**src/rtl/meas_seq_ctrl.sv**
```systemverilog
// Sequences measure/Rr/Vr selection for the analog shifter, waits for settling, acquires Vx then Vr,
// and optionally steps the reference resistor until the Vr amplitude lands inside [RANGE_LO, RANGE_HI].
module meas_seq_ctrl #(
   parameter int               SETTLE_CYCLES = 200000,
   parameter int               AMP_W         = 16,
   parameter logic [AMP_W-1:0] RANGE_LO      = 16'd4096,
   parameter logic [AMP_W-1:0] RANGE_HI      = 16'd52000,
   parameter int               MAX_STEPS     = 4
) (
   input  logic             i_clk,
   input  logic             i_rst_n,
   input  logic             i_start,
   input  logic             i_abort,
   input  logic             i_auto_range,
   input  logic [2:0]       i_Rr_init,
   input  logic [1:0]       i_Vr_Sel,
   input  logic             i_acq_done,
   input  logic [AMP_W-1:0] i_acq_amp,
   output logic [3:0]       o_CTRL_Measure_Sel,
   output logic [2:0]       o_CTRL_Rr_Sel,
   output logic [1:0]       o_CTRL_Vr_Sel,
   output logic             o_acq_req,
   output logic [AMP_W-1:0] o_amp_vx,
   output logic [AMP_W-1:0] o_amp_vr,
   output logic [2:0]       o_range,
   output logic             o_busy,
   output logic             o_done,
   output logic             o_range_err
);

   localparam int                CNT_W    = (SETTLE_CYCLES > 1) ? $clog2(SETTLE_CYCLES) : 1;
   localparam logic [CNT_W-1:0]  CNT_LAST = CNT_W'(SETTLE_CYCLES - 1);
   localparam int                STEP_W   = $clog2(MAX_STEPS + 1);
   localparam logic [STEP_W-1:0] STEP_MAX = STEP_W'(MAX_STEPS);

   localparam logic [3:0] MSEL_VX  = 4'd0;
   localparam logic [3:0] MSEL_VR  = 4'd1;
   localparam logic [3:0] MSEL_GND = 4'd6;

   typedef enum logic [2:0] {
      S_IDLE, S_APPLY, S_SETTLE, S_REQ, S_WAIT, S_CHECK, S_DONE
   } state_t;

   // Ranks are ordered by increasing Rr; codes are what the shifter expects.
   function automatic logic [2:0] rank_to_code(input logic [2:0] rank);
      case (rank)
         3'd0:    return 3'd3;
         3'd1:    return 3'd0;
         3'd2:    return 3'd1;
         3'd3:    return 3'd2;
         default: return 3'd4;
      endcase
   endfunction

   function automatic logic [2:0] code_to_rank(input logic [2:0] code);
      case (code)
         3'd3:    return 3'd0;
         3'd0:    return 3'd1;
         3'd2:    return 3'd3;
         3'd4:    return 3'd4;
         default: return 3'd2;
      endcase
   endfunction

   state_t            state_q, state_d;
   logic              phase_q, phase_d;
   logic              auto_q, auto_d;
   logic [2:0]        rank_q, rank_d;
   logic [STEP_W-1:0] steps_q, steps_d;
   logic [CNT_W-1:0]  cnt_q, cnt_d;
   logic [3:0]        msel_q, msel_d;
   logic [2:0]        rr_sel_q, rr_sel_d;
   logic [1:0]        vr_sel_q, vr_sel_d;
   logic              acq_req_q, acq_req_d;
   logic [AMP_W-1:0]  amp_vx_q, amp_vx_d;
   logic [AMP_W-1:0]  amp_vr_q, amp_vr_d;
   logic [2:0]        range_q, range_d;
   logic              busy_q, busy_d;
   logic              done_q, done_d;
   logic              err_q, err_d;

   logic go_apply;
   logic amp_lo, amp_hi;

   assign amp_lo = (amp_vr_q < RANGE_LO);
   assign amp_hi = (amp_vr_q > RANGE_HI);

   always_comb begin
      state_d   = state_q;
      phase_d   = phase_q;
      auto_d    = auto_q;
      rank_d    = rank_q;
      steps_d   = steps_q;
      cnt_d     = cnt_q;
      msel_d    = msel_q;
      rr_sel_d  = rr_sel_q;
      vr_sel_d  = vr_sel_q;
      acq_req_d = 1'b0;
      amp_vx_d  = amp_vx_q;
      amp_vr_d  = amp_vr_q;
      range_d   = range_q;
      busy_d    = busy_q;
      done_d    = 1'b0;
      err_d     = err_q;
      go_apply  = 1'b0;

      case (state_q)
         S_IDLE: begin
            if (i_start) begin
               auto_d   = i_auto_range;
               rank_d   = code_to_rank(i_Rr_init);
               vr_sel_d = i_Vr_Sel;
               phase_d  = 1'b0;
               steps_d  = '0;
               err_d    = 1'b0;
               busy_d   = 1'b1;
               go_apply = 1'b1;
            end
         end
         S_APPLY: begin
            cnt_d   = '0;
            state_d = S_SETTLE;
         end
         S_SETTLE: begin
            if (cnt_q == CNT_LAST) begin
               state_d   = S_REQ;
               acq_req_d = 1'b1;
            end else begin
               cnt_d = cnt_q + 1'b1;
            end
         end
         S_REQ: state_d = S_WAIT;
         S_WAIT: begin
            if (i_acq_done) begin
               if (!phase_q) begin
                  amp_vx_d = i_acq_amp;
                  phase_d  = 1'b1;
                  go_apply = 1'b1;
               end else begin
                  amp_vr_d = i_acq_amp;
                  state_d  = S_CHECK;
               end
            end
         end
         S_CHECK: begin
            if (auto_q && (amp_lo || amp_hi) && steps_q != STEP_MAX &&
                !(amp_lo && rank_q == 3'd4) && !(amp_hi && rank_q == 3'd0)) begin
               rank_d   = amp_lo ? rank_q + 3'd1 : rank_q - 3'd1;
               steps_d  = steps_q + 1'b1;
               phase_d  = 1'b0;
               go_apply = 1'b1;
            end else begin
               state_d = S_DONE;
               done_d  = 1'b1;
               busy_d  = 1'b0;
               range_d = rank_to_code(rank_q);
               err_d   = auto_q && (amp_lo || amp_hi);
            end
         end
         S_DONE: begin
            state_d = S_IDLE;
            msel_d  = MSEL_GND;
         end
         default: state_d = S_IDLE;
      endcase

      if (go_apply) begin
         state_d  = S_APPLY;
         msel_d   = phase_d ? MSEL_VR : MSEL_VX;
         rr_sel_d = rank_to_code(rank_d);
      end

      // Abort discards whatever the current cycle would have latched or reported.
      if (i_abort && state_q != S_IDLE) begin
         state_d   = S_IDLE;
         msel_d    = MSEL_GND;
         busy_d    = 1'b0;
         acq_req_d = 1'b0;
         done_d    = 1'b0;
         amp_vx_d  = amp_vx_q;
         amp_vr_d  = amp_vr_q;
         range_d   = range_q;
         err_d     = err_q;
      end
   end

   always_ff @(posedge i_clk or negedge i_rst_n) begin
      if (!i_rst_n) begin
         state_q   <= S_IDLE;
         phase_q   <= 1'b0;
         auto_q    <= 1'b0;
         rank_q    <= 3'd2;
         steps_q   <= '0;
         cnt_q     <= '0;
         msel_q    <= MSEL_GND;
         rr_sel_q  <= 3'd1;
         vr_sel_q  <= 2'd0;
         acq_req_q <= 1'b0;
         amp_vx_q  <= '0;
         amp_vr_q  <= '0;
         range_q   <= 3'd1;
         busy_q    <= 1'b0;
         done_q    <= 1'b0;
         err_q     <= 1'b0;
      end else begin
         state_q   <= state_d;
         phase_q   <= phase_d;
         auto_q    <= auto_d;
         rank_q    <= rank_d;
         steps_q   <= steps_d;
         cnt_q     <= cnt_d;
         msel_q    <= msel_d;
         rr_sel_q  <= rr_sel_d;
         vr_sel_q  <= vr_sel_d;
         acq_req_q <= acq_req_d;
         amp_vx_q  <= amp_vx_d;
         amp_vr_q  <= amp_vr_d;
         range_q   <= range_d;
         busy_q    <= busy_d;
         done_q    <= done_d;
         err_q     <= err_d;
      end
   end

   assign o_CTRL_Measure_Sel = msel_q;
   assign o_CTRL_Rr_Sel      = rr_sel_q;
   assign o_CTRL_Vr_Sel      = vr_sel_q;
   assign o_acq_req          = acq_req_q;
   assign o_amp_vx           = amp_vx_q;
   assign o_amp_vr           = amp_vr_q;
   assign o_range            = range_q;
   assign o_busy             = busy_q;
   assign o_done             = done_q;
   assign o_range_err        = err_q;

endmodule

```
**config.mk**
```make
export PLATFORM = sky130hd
export DESIGN_NAME = meas_seq_ctrl
export DESIGN_NICKNAME = d
export VERILOG_FILES = /design/src/rtl/meas_seq_ctrl.sv
export SDC_FILE = /design/constraint.sdc
export NUM_CORES = 1
export LEC_CHECK = 0
export BUFFER_PORTS_ARGS = -buffer_cell sky130_fd_sc_hd__buf_2
export CORE_UTILIZATION = 43
export CTS_CLUSTER_DIAMETER = 200
export DETAILED_ROUTE_END_ITERATION = 12
export PLACE_DENSITY = 0.71
export SLEW_MARGIN = 20
export SYNTH_ARGS = -nofsm -noshare
export SYNTH_HDL_FRONTEND = slang
export SYNTH_SLANG_ARGS = --single-unit
```
**constraint.sdc**
```tcl
create_clock -name i_clk -period 2.6 [get_ports i_clk]
set_clock_uncertainty 0.15 [all_clocks]
set_input_delay 0.26 -clock i_clk [delete_from_list [all_inputs] [get_ports i_clk]]
set_output_delay 0.26 -clock i_clk [all_outputs]
set_load 0.1 [all_outputs]
```
==> results.sh, run 1 <==
export IMPL_outcome="complete, but fails checks"
export IMPL_violations="setup timing"
export IMPL_main_combinational_cell_family_by_area_after_synthesis="simple AND/OR/NAND/NOR gates"
export IMPL_area_delta_synth_final_pct=31.9
export IMPL_synth_lib_cells_used_distinct=59
export IMPL_synth_area_leaders="sky130_fd_sc_hd__dfrtp_1, sky130_fd_sc_hd__mux2_2, sky130_fd_sc_hd__mux2_4, sky130_fd_sc_hd__nand2_1, sky130_fd_sc_hd__nor2_1"
export IMPL_kind_of_end_point_of_the_critical_path="flip-flop"
export IMPL_grt_max_degree=44
export IMPL_leakage_nw=2.33
export IMPL_grt_remaining_overflow=0
export IMPL_layout_commonest_cell="sky130_fd_sc_hd__buf_2"
export IMPL_final_hold_violation_count=0
export IMPL_dp_final_hpwl_mm=5.87
export IMPL_wire_per_inst_um=14.3
export IMPL_clock_insertion_delay_worst_skew_ns=0.35
export IMPL_grt_pass1_wl_mm=13.3
export IMPL_sequential_fraction_of_design_power=0.339
export IMPL_power_share_switching=0.477
export IMPL_design_core_area_mm2=0.00826
export IMPL_crit_path_start_kind="flip-flop"
export IMPL_synth_compound_gate_area_share=0.105
export IMPL_arrival_worst_endpoint_ns=2.74
export IMPL_final_max_slew_viol_count=0
export IMPL_finalSetupViolCount=16
export IMPL_timing_final_ws_setup_ns=-0.0582
export IMPL_reg2reg_to="o_amp_vx[1]$_DFFE_PN0P_"
export IMPL_preCtsSetupSlack_ns=-0.128
export IMPL_cts_root_buf="sky130_fd_sc_hd__clkbuf_8"
export IMPL_critPathKind="flip-flop to flip-flop"
export IMPL_global_routing_usage_summed_across_all_routing_layers=0.196
export IMPL_net_switching_power_mw=2.13
export IMPL_worstSetupEndpoint="o_amp_vx[1]$_DFFE_PN0P_"
export IMPL_first_iter_violations=106
export IMPL_cts_htree_levels=3
export IMPL_n_antenna_cell=0
export IMPL_fmax_mhz=376
export IMPL_cts_clk_slew_worst_paths_ns=0.08
export IMPL_timing_max_cap_violations=0
export IMPL_route_vias_total=2887
export IMPL_postSynth_asyncResetShare=1.00
export IMPL_yosysTopAreaCellShare=0.484
export IMPL_min_period_over_period=1.02
export IMPL_p_comb_frac=0.462
export IMPL_via_per_inst=5.12
export IMPL_numCtsBuffers=9
export IMPL_multi_input_area_mm2=0.00173
export IMPL_drt_wl_total_mm=8.08
export IMPL_design_power_total_mw=4.46
export IMPL_setup_reg_to_reg_worst_slack_ns=-0.06
export IMPL_ys_seq_area_frac=0.512
export IMPL_route_detailed_drc=0
export IMPL_initial_core_util=0.445
export IMPL_fillCellCount=728
export IMPL_hold_ws_ns=0.0163
export IMPL_synth_ff_latch_count=75
export IMPL_grt_setup_unrepaired="yes"
export IMPL_clock_sinks=75
export IMPL_reg2reg_depth=8
export IMPL_number_of_global_route_vias_before_repair=2849
export IMPL_drt_pre_antenna_iters=4
export IMPL_yosys_area_share_adder=0.0272
export IMPL_fin_crit_ns=2.66
export IMPL_synth_avg_cell_area_um2=11.1
export IMPL_post_route_cell_area_mm2=0.00485
export IMPL_num_rows=33
export IMPL_power_density_mw_per_mm2=920
export IMPL_timing_critical_path_fanout_max=16
export IMPL_synthMuxAreaShare=0.120
export IMPL_num_nets_final=489
export IMPL_intPower_mw=2.33
export IMPL_synth_edf_count=0
export IMPL_tritoncts="yes"
export IMPL_timing_setup_tns_ns=-0.415
export IMPL_die_w_um=94.4
export IMPL_post_synth_instance_area_mm2=0.00367
export IMPL_synth_xor_area_frac=0.0334
export IMPL_grt_antenna_before_repair=0
export IMPL_final_antenna_net_count=0
export IMPL_post_synth_inst_count=332
export IMPL_syn_nets=367
export IMPL_die_y_um=94.4
export IMPL_gp_congestion=0.780
export IMPL_clock_power_frac=0.199
export IMPL_worst_ep_required_time_ns=2.68
export IMPL_fp_dieArea_mm2=0.00892
export IMPL_synth_main_ff_cell="sky130_fd_sc_hd__dfrtp_1"
export IMPL_rr_startpoint="o_amp_vr[0]$_DFFE_PN0P_"
export IMPL_top_level_ports=75
export IMPL_worstHoldPathType="input port to flip-flop"
export IMPL_post_synthesis_cell_type_with_the_largest_combined_area="sky130_fd_sc_hd__dfrtp_1"
export IMPL_simple_gate_share_of_the_synthesized_area=0.170
export IMPL_critical_path_startpoint="o_amp_vr[0]$_DFFE_PN0P_"
export IMPL_placed_area_mm2=0.00441
export IMPL_port_buffers=73
export IMPL_cts_root_to_sink_buffers=2
export IMPL_warning_count_from_the_yosys_run=0
export IMPL_drive_above_1_share=0.427
export IMPL_layout_common_cells="sky130_fd_sc_hd__buf_2, sky130_fd_sc_hd__dfrtp_1, sky130_fd_sc_hd__nand2_1"
export IMPL_power_ir_vdd_worst_mv=0.594
export IMPL_regArea_mm2=0.00193
-- cell families after synthesis --
kind of cell / after synthesis
muxes: 36
AOI/OAI and AO/OA: 55
buffers and inverters: 25
and+or+nand+nor: 118
xor gates and xnor gates: 14
other: 1
adders and majority gates: 8
DFF: 75
-- per-stage QoR --
step,std cells,utilization
floorplan,332,-
global placement,529,0.535
detailed placement,529,0.535
CTS,563,0.584
global route,564,0.587
finish,564,0.587
-- registers in the layout (all words and copies together) (netlist names) --
register,count
steps_q,3
state_q,3
o_busy,1
o_range,3
o_amp_vx,16
cnt_q,18
o_range_err,1
auto_q,1
o_CTRL_Rr_Sel,3
o_acq_req,1
o_CTRL_Measure_Sel,2
o_CTRL_Vr_Sel,2
rank_q,3
o_done,1
o_amp_vr,16
phase_q,1
-- timing repair --
action	in CTS	in global routing
hold endpoints to repair	93	1
pin swaps	4	1
endpoints found under the setup margin	18	21
setup buffers	1	0
resized for setup	5	4
hold buffers	17	1
-- critical path, cell delays in order, from the launching register on --
cell and delay [ns]:
sky130_fd_sc_hd__dfrtp_4 0.48, sky130_fd_sc_hd__or4b_4 0.55, sky130_fd_sc_hd__nor4_4 0.26, sky130_fd_sc_hd__o31a_4 0.22, sky130_fd_sc_hd__o21a_4 0.14, sky130_fd_sc_hd__nand2_4 0.05, sky130_fd_sc_hd__a21oi_4 0.15, sky130_fd_sc_hd__buf_12 0.19
sky130_fd_sc_hd__mux2_2 0.35
-- cells in the mapped netlist, types with 2 or more instances --
cell type                  instances
sky130_fd_sc_hd__nand2_1          31
sky130_fd_sc_hd__inv_1            13
sky130_fd_sc_hd__dfstp_2           4
sky130_fd_sc_hd__nor3_1            6
sky130_fd_sc_hd__xnor2_1          11
sky130_fd_sc_hd__o31ai_1           3
sky130_fd_sc_hd__xor2_1            3
sky130_fd_sc_hd__nor2b_1           4
sky130_fd_sc_hd__ha_1              8
sky130_fd_sc_hd__nor4b_1           2
sky130_fd_sc_hd__o211ai_1          4
sky130_fd_sc_hd__nor2_1           29
sky130_fd_sc_hd__or3_1             8
sky130_fd_sc_hd__nor4_1            2
sky130_fd_sc_hd__nand4_1           4
sky130_fd_sc_hd__a211oi_1          2
sky130_fd_sc_hd__nand3_1           6
sky130_fd_sc_hd__buf_4             2
sky130_fd_sc_hd__and3_1            6
sky130_fd_sc_hd__clkbuf_1          9
sky130_fd_sc_hd__nand3b_1          2
sky130_fd_sc_hd__mux2_4            9
sky130_fd_sc_hd__or2_2             3
sky130_fd_sc_hd__a21oi_1          10
sky130_fd_sc_hd__o21ai_0          20
sky130_fd_sc_hd__nand2b_1          2
sky130_fd_sc_hd__dfrtp_1          71
sky130_fd_sc_hd__mux2_2           27
-- final cells by class --
cell class,instances,area share
clock inverters,5,0.0129
well taps,105,0.0271
multi-input cells,232,0.358
clock buffers,11,0.0271
flip-flops and latches,75,0.398
repair buffers,123,0.167
inverters,13,0.0101
-- power groups by stage --
stage               clock, mW  combinational (mW)  sequential (mW)
detailed placement          0                2.03             1.53
CTS                     0.909                2.06             1.51
floorplan                   0               0.664             2.47
finish                  0.888                2.06             1.51
global placement            0                2.00             1.52
global route            0.958                2.17             1.54
-- worst min path at each step --
stage	to	start	cells after the start	slack (ns)
final	o_amp_vr[1]$_DFFE_PN0P_	i_acq_amp[1]	2	0.02
after global routing	o_amp_vr[1]$_DFFE_PN0P_	i_acq_amp[1]	2	0.007
after CTS	o_amp_vx[0]$_DFFE_PN0P_	i_acq_amp[0]	2	0.001
after detailed placement	o_amp_vx[8]$_DFFE_PN0P_	i_rst_n	1	-0.02
after global placement	o_amp_vx[8]$_DFFE_PN0P_	i_rst_n	1	-0.02
after floorplan	auto_q$_DFFE_PN0P_	i_rst_n	0	-0.19
-- per-layer routing --
| layer | track usage | part of all wire |
|---|---|---|
| met1 | 0.261 | 0.46 |
| met2 | 0.307 | 0.48 |
| met3 | 0.0531 | 0.050 |
| met4 | 0.0667 | 0.0089 |
| met5 | 0 | 0 |
Power figures use the tool's default switching activity.
==> inputs of run 2 (changes only) <==
Settings changed: CORE_UTILIZATION 43 to 36, PLACE_DENSITY 0.71 to 0.61.
==> run 2 against run 1 <==
The flow still finishes with violations (setup timing). Critical endpoint is now o_amp_vx[2]$_DFFE_PN0P_. Wire length up 3.1%. Non-clock buffer count grew 6. Total power grew 2.9%. Design area is 1.9% higher. Sequential share of layout area decreased by 0.73 points. Combinational power up 3%. Via count up 2.0%. Utilization down 8.4 points. Clock power is 7.1% higher. Critical path depth stayed put.
==> results.sh, run 2 (synthesized netlist as in run 1, its figures left out) <==
export IMPL_top_level_ports=75
export IMPL_clock_sinks=75
export IMPL_global_routing_usage_summed_across_all_routing_layers=0.173
export IMPL_route_vias_total=2945
export IMPL_depth_of_the_critical_timing_path_with_buffers_and_inverters_included=8
export IMPL_final_max_slew_viol_count=0
export IMPL_critical_path_cell_by_cell="or4b_4 > nor4_4 > o31a_4 > o21a_4 > nand2_4 > a21oi_4 > buf_12 > mux2_2"
export IMPL_num_nets_final=495
export IMPL_finalSetupViolCount=16
export IMPL_critical_path_startpoint="o_amp_vr[0]$_DFFE_PN0P_"
export IMPL_wire_per_inst_um=13.9
export IMPL_crit_path_top_delay_cell="sky130_fd_sc_hd__or4b_4"
export IMPL_timing_setup_tns_ns=-0.335
export IMPL_final_hold_violation_count=0
export IMPL_setup_reg_to_reg_worst_slack_ns=-0.05
export IMPL_tritoncts="yes"
export IMPL_crit_path_start_kind="flip-flop"
export IMPL_n_antenna_cell=0
export IMPL_largest_reg_flops=18
export IMPL_reg2reg_depth=8
export IMPL_timing_max_cap_violations=0
export IMPL_clock_insertion_delay_worst_skew_ns=0.36
export IMPL_grt_remaining_overflow=0
export IMPL_port_buffers=73
export IMPL_timing_final_ws_setup_ns=-0.0496
export IMPL_min_period_over_period=1.02
export IMPL_numCtsBuffers=9
export IMPL_worstSetupEndpoint="o_amp_vx[2]$_DFFE_PN0P_"
export IMPL_drive_above_1_share=0.430
export IMPL_power_density_mw_per_mm2=929
export IMPL_grt_pass1_wl_mm=13.9
export IMPL_drt_pre_antenna_iters=4
export IMPL_worst_slew_pin_slew_ns=0.534
export IMPL_critical_path_max_stage_delay_ns=0.55
export IMPL_worstPathBufferInverterCount=1
export IMPL_fin_crit_ns=2.65
export IMPL_dp_final_hpwl_mm=5.89
export IMPL_worst_ep_required_time_ns=2.69
export IMPL_layout_commonest_cell="sky130_fd_sc_hd__buf_2"
export IMPL_worstHoldPathType="input port to flip-flop"
export IMPL_gp_congestion=0.798
export IMPL_fmax_mhz=377
export IMPL_area_delta_synth_final_pct=34.4
export IMPL_cp_top_family="simple AND/OR/NAND/NOR gates"
export IMPL_violations="setup timing"
export IMPL_grt_max_degree=44
export IMPL_via_per_inst=4.92
export IMPL_met3_usage=0.0380
export IMPL_post_route_cell_area_mm2=0.00494
export IMPL_regArea_mm2=0.00193
export IMPL_power_ir_vdd_worst_mv=0.645
export IMPL_cts_root_to_sink_buffers=2
export IMPL_rr_startpoint="o_amp_vr[0]$_DFFE_PN0P_"
export IMPL_critPathKind="flip-flop to flip-flop"
export IMPL_regMostFlops="cnt_q"
export IMPL_multi_input_area_mm2=0.00172
export IMPL_grt_setup_unrepaired="yes"
export IMPL_kind_of_end_point_of_the_critical_path="flip-flop"
export IMPL_initial_core_util=0.374
export IMPL_design_core_area_mm2=0.00982
export IMPL_fp_dieArea_mm2=0.0106
export IMPL_outcome="complete, but fails checks"
export IMPL_layout_common_cells="sky130_fd_sc_hd__buf_2, sky130_fd_sc_hd__dfrtp_1, sky130_fd_sc_hd__buf_4"
export IMPL_number_of_global_route_vias_before_repair=2955
export IMPL_first_iter_violations=83
export IMPL_die_y_um=103
export IMPL_num_rows=36
export IMPL_drt_wl_total_mm=8.34
export IMPL_grtUsageMet1=0.230
export IMPL_route_detailed_drc=0
export IMPL_grt_antenna_before_repair=0
export IMPL_hold_ws_ns=0.170
export IMPL_fillCellCount=929
export IMPL_final_antenna_net_count=0
export IMPL_placed_area_mm2=0.00447
export IMPL_cts_htree_levels=3
export IMPL_timing_critical_path_fanout_max=16
export IMPL_cts_root_buf="sky130_fd_sc_hd__clkbuf_8"
export IMPL_use_met2=0.274
export IMPL_die_w_um=103
export IMPL_timing_slew_headroom=0.644
export IMPL_busiest_layer="met2"
export IMPL_reg2reg_to="o_amp_vx[2]$_DFFE_PN0P_"
export IMPL_leakage_nw=2.36
export IMPL_arrival_worst_endpoint_ns=2.74
export IMPL_cts_clk_slew_worst_paths_ns=0.08
==> run 2: timing repair <==
action                                  in CTS  in global routing
buffers inserted                             0                  1
pin swaps                                    2                  3
endpoints found under the setup margin      19                 21
gates resized for setup                      5                  4
hold endpoints to repair                    76                  0
hold buffers                                21                  0
==> run 2: final cells by class <==
| type | count | area share |
|---|---|---|
| multi-input combinational | 232 | 0.348 |
| clock inverter | 6 | 0.0144 |
| sequential | 75 | 0.391 |
| clock buffer | 10 | 0.0279 |
| tap | 133 | 0.0337 |
| timing repair buffer | 129 | 0.175 |
| inverter | 13 | 0.00988 |
==> run 2: worst min-delay path, stage by stage <==
cell,delay (ns)
sky130_fd_sc_hd__buf_2,0.17
sky130_fd_sc_hd__nand3b_1,0.15
sky130_fd_sc_hd__nor2_1,0.05
==> run 2: through the flow <==
| step | total power [mW] | util | std cells | worst slack [ns] |
|---|---|---|---|---|
| after floorplan | 3.14 | - | 332 | -0.270 |
| after global placement | 3.58 | 0.456 | 560 | -0.0533 |
| after detailed placement | 3.61 | 0.456 | 560 | -0.107 |
| after CTS | 4.62 | 0.501 | 597 | -0.0589 |
| after global routing | 4.80 | 0.503 | 598 | -0.148 |
| final | 4.59 | 0.503 | 598 | -0.0496 |
==> run 2: how the worst min path moves through the flow <==
stage,from,endpoint,slack (ns),depth (start not counted)
6_report,i_abort,o_acq_req$_DFF_PN0_,0.17,3
5_1_grt,i_abort,state_q[0]$_DFFE_PN0P_,0.20,4
4_1_cts,i_abort,o_acq_req$_DFF_PN0_,0.14,3
3_5_place_dp,i_rst_n,o_amp_vx[8]$_DFFE_PN0P_,0.13,1
3_3_place_gp,i_rst_n,o_amp_vx[8]$_DFFE_PN0P_,0.13,1
2_1_floorplan,i_rst_n,auto_q$_DFFE_PN0P_,-0.19,0
==> run 2: power breakdown <==
part / internal, mW / leakage, nW / switching (mW) / total (mW)
Clock: 0.480 / 0.0999 / 0.471 / 0.951
Combinational: 0.565 / 1.28 / 1.57 / 2.13
Sequential: 1.37 / 0.981 / 0.139 / 1.50
==> run 2: routing by layer <==
metal / vias to the layer above / share of wire / wire, um
met4: 0 / 0.018 / 148
met5: - / 0 / 0
li1: 1424 / - / -
met1: 1443 / 0.48 / 4000
met3: 13 / 0.040 / 335
met2: 65 / 0.46 / 3850
==> inputs of run 3 (changes only) <==
Settings changed: PLACE_DENSITY 0.61 to 0.59.
Clock period 2.6 ns to 2.5 ns, I/O delays scaled along.
==> run 3 against run 2 <==
The flow still finishes with violations (setup timing). Maximum frequency is 0.70% lower. Design area is 3.0% higher. Sequential power is 3% higher. Count of clock-buffer cells in the layout stayed put. Wire length is 1.0% higher. Worst hold slack worse by 0.019 ns. First-iteration DRC count is 34% lower. Die area stayed put. Via count is 0.10% lower. Sequential share of layout area is 1.1 points lower. Critical endpoint is now o_CTRL_Rr_Sel[1]$_DFFE_PN0P_.
==> results.sh, run 3 (synthesized netlist as in run 1, its figures left out) <==
export IMPL_outcome="complete, but fails checks"
export IMPL_violations="setup timing"
export IMPL_layout_commonest_cell="sky130_fd_sc_hd__buf_2"
export IMPL_multi_input_area_mm2=0.00179
export IMPL_power_density_mw_per_mm2=924
export IMPL_dp_final_hpwl_mm=5.91
export IMPL_wire_per_inst_um=13.8
export IMPL_fin_crit_ns=2.67
export IMPL_fillCellCount=918
export IMPL_fp_dieArea_mm2=0.0106
export IMPL_die_y_um=103
export IMPL_timing_final_ws_setup_ns=-0.168
export IMPL_cts_root_buf="sky130_fd_sc_hd__clkbuf_8"
export IMPL_timing_critical_path_fanout_max=3
export IMPL_cts_clk_slew_worst_paths_ns=0.09
export IMPL_arrival_worst_endpoint_ns=2.81
export IMPL_rr_startpoint="o_amp_vr[10]$_DFFE_PN0P_"
export IMPL_worst_ep_required_time_ns=2.64
export IMPL_kind_of_end_point_of_the_critical_path="flip-flop"
export IMPL_finalSetupViolCount=20
export IMPL_grt_remaining_overflow=0
export IMPL_grt_pass1_wl_mm=14.0
export IMPL_crit_path_start_kind="flip-flop"
export IMPL_wl_met1_mm=4.13
export IMPL_tritoncts="yes"
export IMPL_clock_insertion_delay_worst_skew_ns=0.35
export IMPL_drt_pre_antenna_iters=4
export IMPL_final_hold_violation_count=0
export IMPL_n_antenna_cell=0
export IMPL_numCtsBuffers=9
export IMPL_min_period_over_period=1.07
export IMPL_cts_htree_levels=3
export IMPL_via_per_inst=4.81
export IMPL_cts_root_to_sink_buffers=2
export IMPL_power_ir_vdd_worst_mv=0.617
export IMPL_reg2reg_to="o_CTRL_Rr_Sel[1]$_DFFE_PN0P_"
export IMPL_area_delta_synth_final_pct=38.4
export IMPL_die_w_um=103
export IMPL_grt_setup_unrepaired="yes"
export IMPL_regMostFlops="cnt_q"
export IMPL_regArea_mm2=0.00193
export IMPL_setup_reg_to_reg_worst_slack_ns=-0.17
export IMPL_drive_above_1_share=0.468
export IMPL_timing_max_cap_violations=0
export IMPL_largest_reg_flops=18
export IMPL_final_max_slew_viol_count=0
export IMPL_route_detailed_drc=0
export IMPL_route_vias_total=2942
export IMPL_number_of_global_route_vias_before_repair=2913
export IMPL_preCtsSetupSlack_ns=-0.206
export IMPL_num_rows=36
export IMPL_grt_max_degree=60
export IMPL_worst_slew_pin_slew_ns=0.761
export IMPL_layout_common_cells="sky130_fd_sc_hd__buf_2, sky130_fd_sc_hd__dfrtp_1, sky130_fd_sc_hd__buf_4"
export IMPL_top_level_ports=75
export IMPL_design_core_area_mm2=0.00982
export IMPL_num_nets_final=509
export IMPL_post_route_cell_area_mm2=0.00508
export IMPL_fmax_mhz=375
export IMPL_worstSetupEndpoint="o_CTRL_Rr_Sel[1]$_DFFE_PN0P_"
export IMPL_first_iter_violations=55
export IMPL_global_routing_usage_summed_across_all_routing_layers=0.174
export IMPL_wl_met2_mm=3.95
export IMPL_timing_slew_headroom=0.493
export IMPL_worstHoldPathType="input port to flip-flop"
export IMPL_initial_core_util=0.374
export IMPL_dr_wl_met3_um=243
export IMPL_grt_antenna_before_repair=0
export IMPL_critPathKind="flip-flop to flip-flop"
export IMPL_gp_congestion=0.751
export IMPL_drt_wl_total_mm=8.42
export IMPL_final_antenna_net_count=0
export IMPL_clock_sinks=75
export IMPL_placed_area_mm2=0.00455
export IMPL_port_buffers=73
export IMPL_reg2reg_depth=9
export IMPL_leakage_nw=2.44
export IMPL_critical_path_startpoint="o_amp_vr[10]$_DFFE_PN0P_"
export IMPL_highest_layer="met4"
-- run 3: cell types whose count changed in the layout (fill, tap and decap cells not counted), sizes merged --
cell      previous run  this run
clkinvlp             2         3
inv                 16        15
clkinv               0         1
bufinv               1         0
buf                108       122
-- run 3: worst min-delay path by stage --
stage	cells past startpoint	endpoint	start
finish	3	o_acq_req$_DFF_PN0_	i_abort
global route	3	o_acq_req$_DFF_PN0_	i_abort
CTS	3	o_acq_req$_DFF_PN0_	i_abort
detailed placement	1	o_amp_vr[8]$_DFFE_PN0P_	i_rst_n
global placement	1	o_amp_vx[8]$_DFFE_PN0P_	i_rst_n
floorplan	0	auto_q$_DFFE_PN0P_	i_rst_n
-- run 3: metal layers --
| metal | track usage | vias up |
|---|---|---|
| li1 | - | 1455 |
| met1 | 0.235 | 1427 |
| met2 | 0.275 | 53 |
| met3 | 0.0312 | 7 |
| met4 | 0.0748 | 0 |
| met5 | 0 | - |
-- run 3: report_power, final --
group	total, mW	leakage, nW	switching [mW]	internal [mW]
registers	1.55	0.981	0.131	1.42
logic	2.29	1.38	1.66	0.630
clock network	0.858	0.0795	0.488	0.369
-- run 3: worst max-delay path, cell delays in order (launching register included) --
cell and delay, ns:
sky130_fd_sc_hd__dfrtp_4 0.48, sky130_fd_sc_hd__nand4b_1 0.21, sky130_fd_sc_hd__o32a_1 0.40, sky130_fd_sc_hd__o31a_4 0.37
sky130_fd_sc_hd__o21a_4 0.21, sky130_fd_sc_hd__buf_4 0.13, sky130_fd_sc_hd__buf_6 0.11, sky130_fd_sc_hd__a211o_1 0.29
sky130_fd_sc_hd__nor2_2 0.14, sky130_fd_sc_hd__a22o_1 0.14
-- run 3: layout make-up --
type                            instances  area share
Multi-Input combinational cell        232       0.353
Clock inverter                          6     0.00960
Clock buffer                           10      0.0251
Sequential cell                        75       0.379
Inverter                               13     0.00960
Tap cell                              133      0.0327
Timing Repair Buffer                  143       0.191
-- run 3: what timing repair did --
item                       4_1_cts  5_1_grt
pin swaps                        3        5
buffers inserted                 3        0
resized for setup               13       20
setup endpoints to repair       23       30
hold buffers                    21        0
hold endpoints to repair        89        0
gates cloned                     0        0
-- run 3: per-stage QoR --
| step | power, mW | util | TNS, ns | instances | hold slack [ns] |
|---|---|---|---|---|---|
| 2_1_floorplan | 3.26 | - | -5.44 | 332 | -0.196 |
| 3_3_place_gp | 3.73 | 0.464 | -2.24 | 572 | 0.222 |
| 3_5_place_dp | 3.75 | 0.464 | -3.04 | 572 | 0.232 |
| 4_1_cts | 4.69 | 0.510 | -2.79 | 612 | 0.112 |
| 5_1_grt | 4.93 | 0.518 | -4.26 | 612 | 0.184 |
| 6_report | 4.70 | 0.518 | -2.35 | 612 | 0.151 |
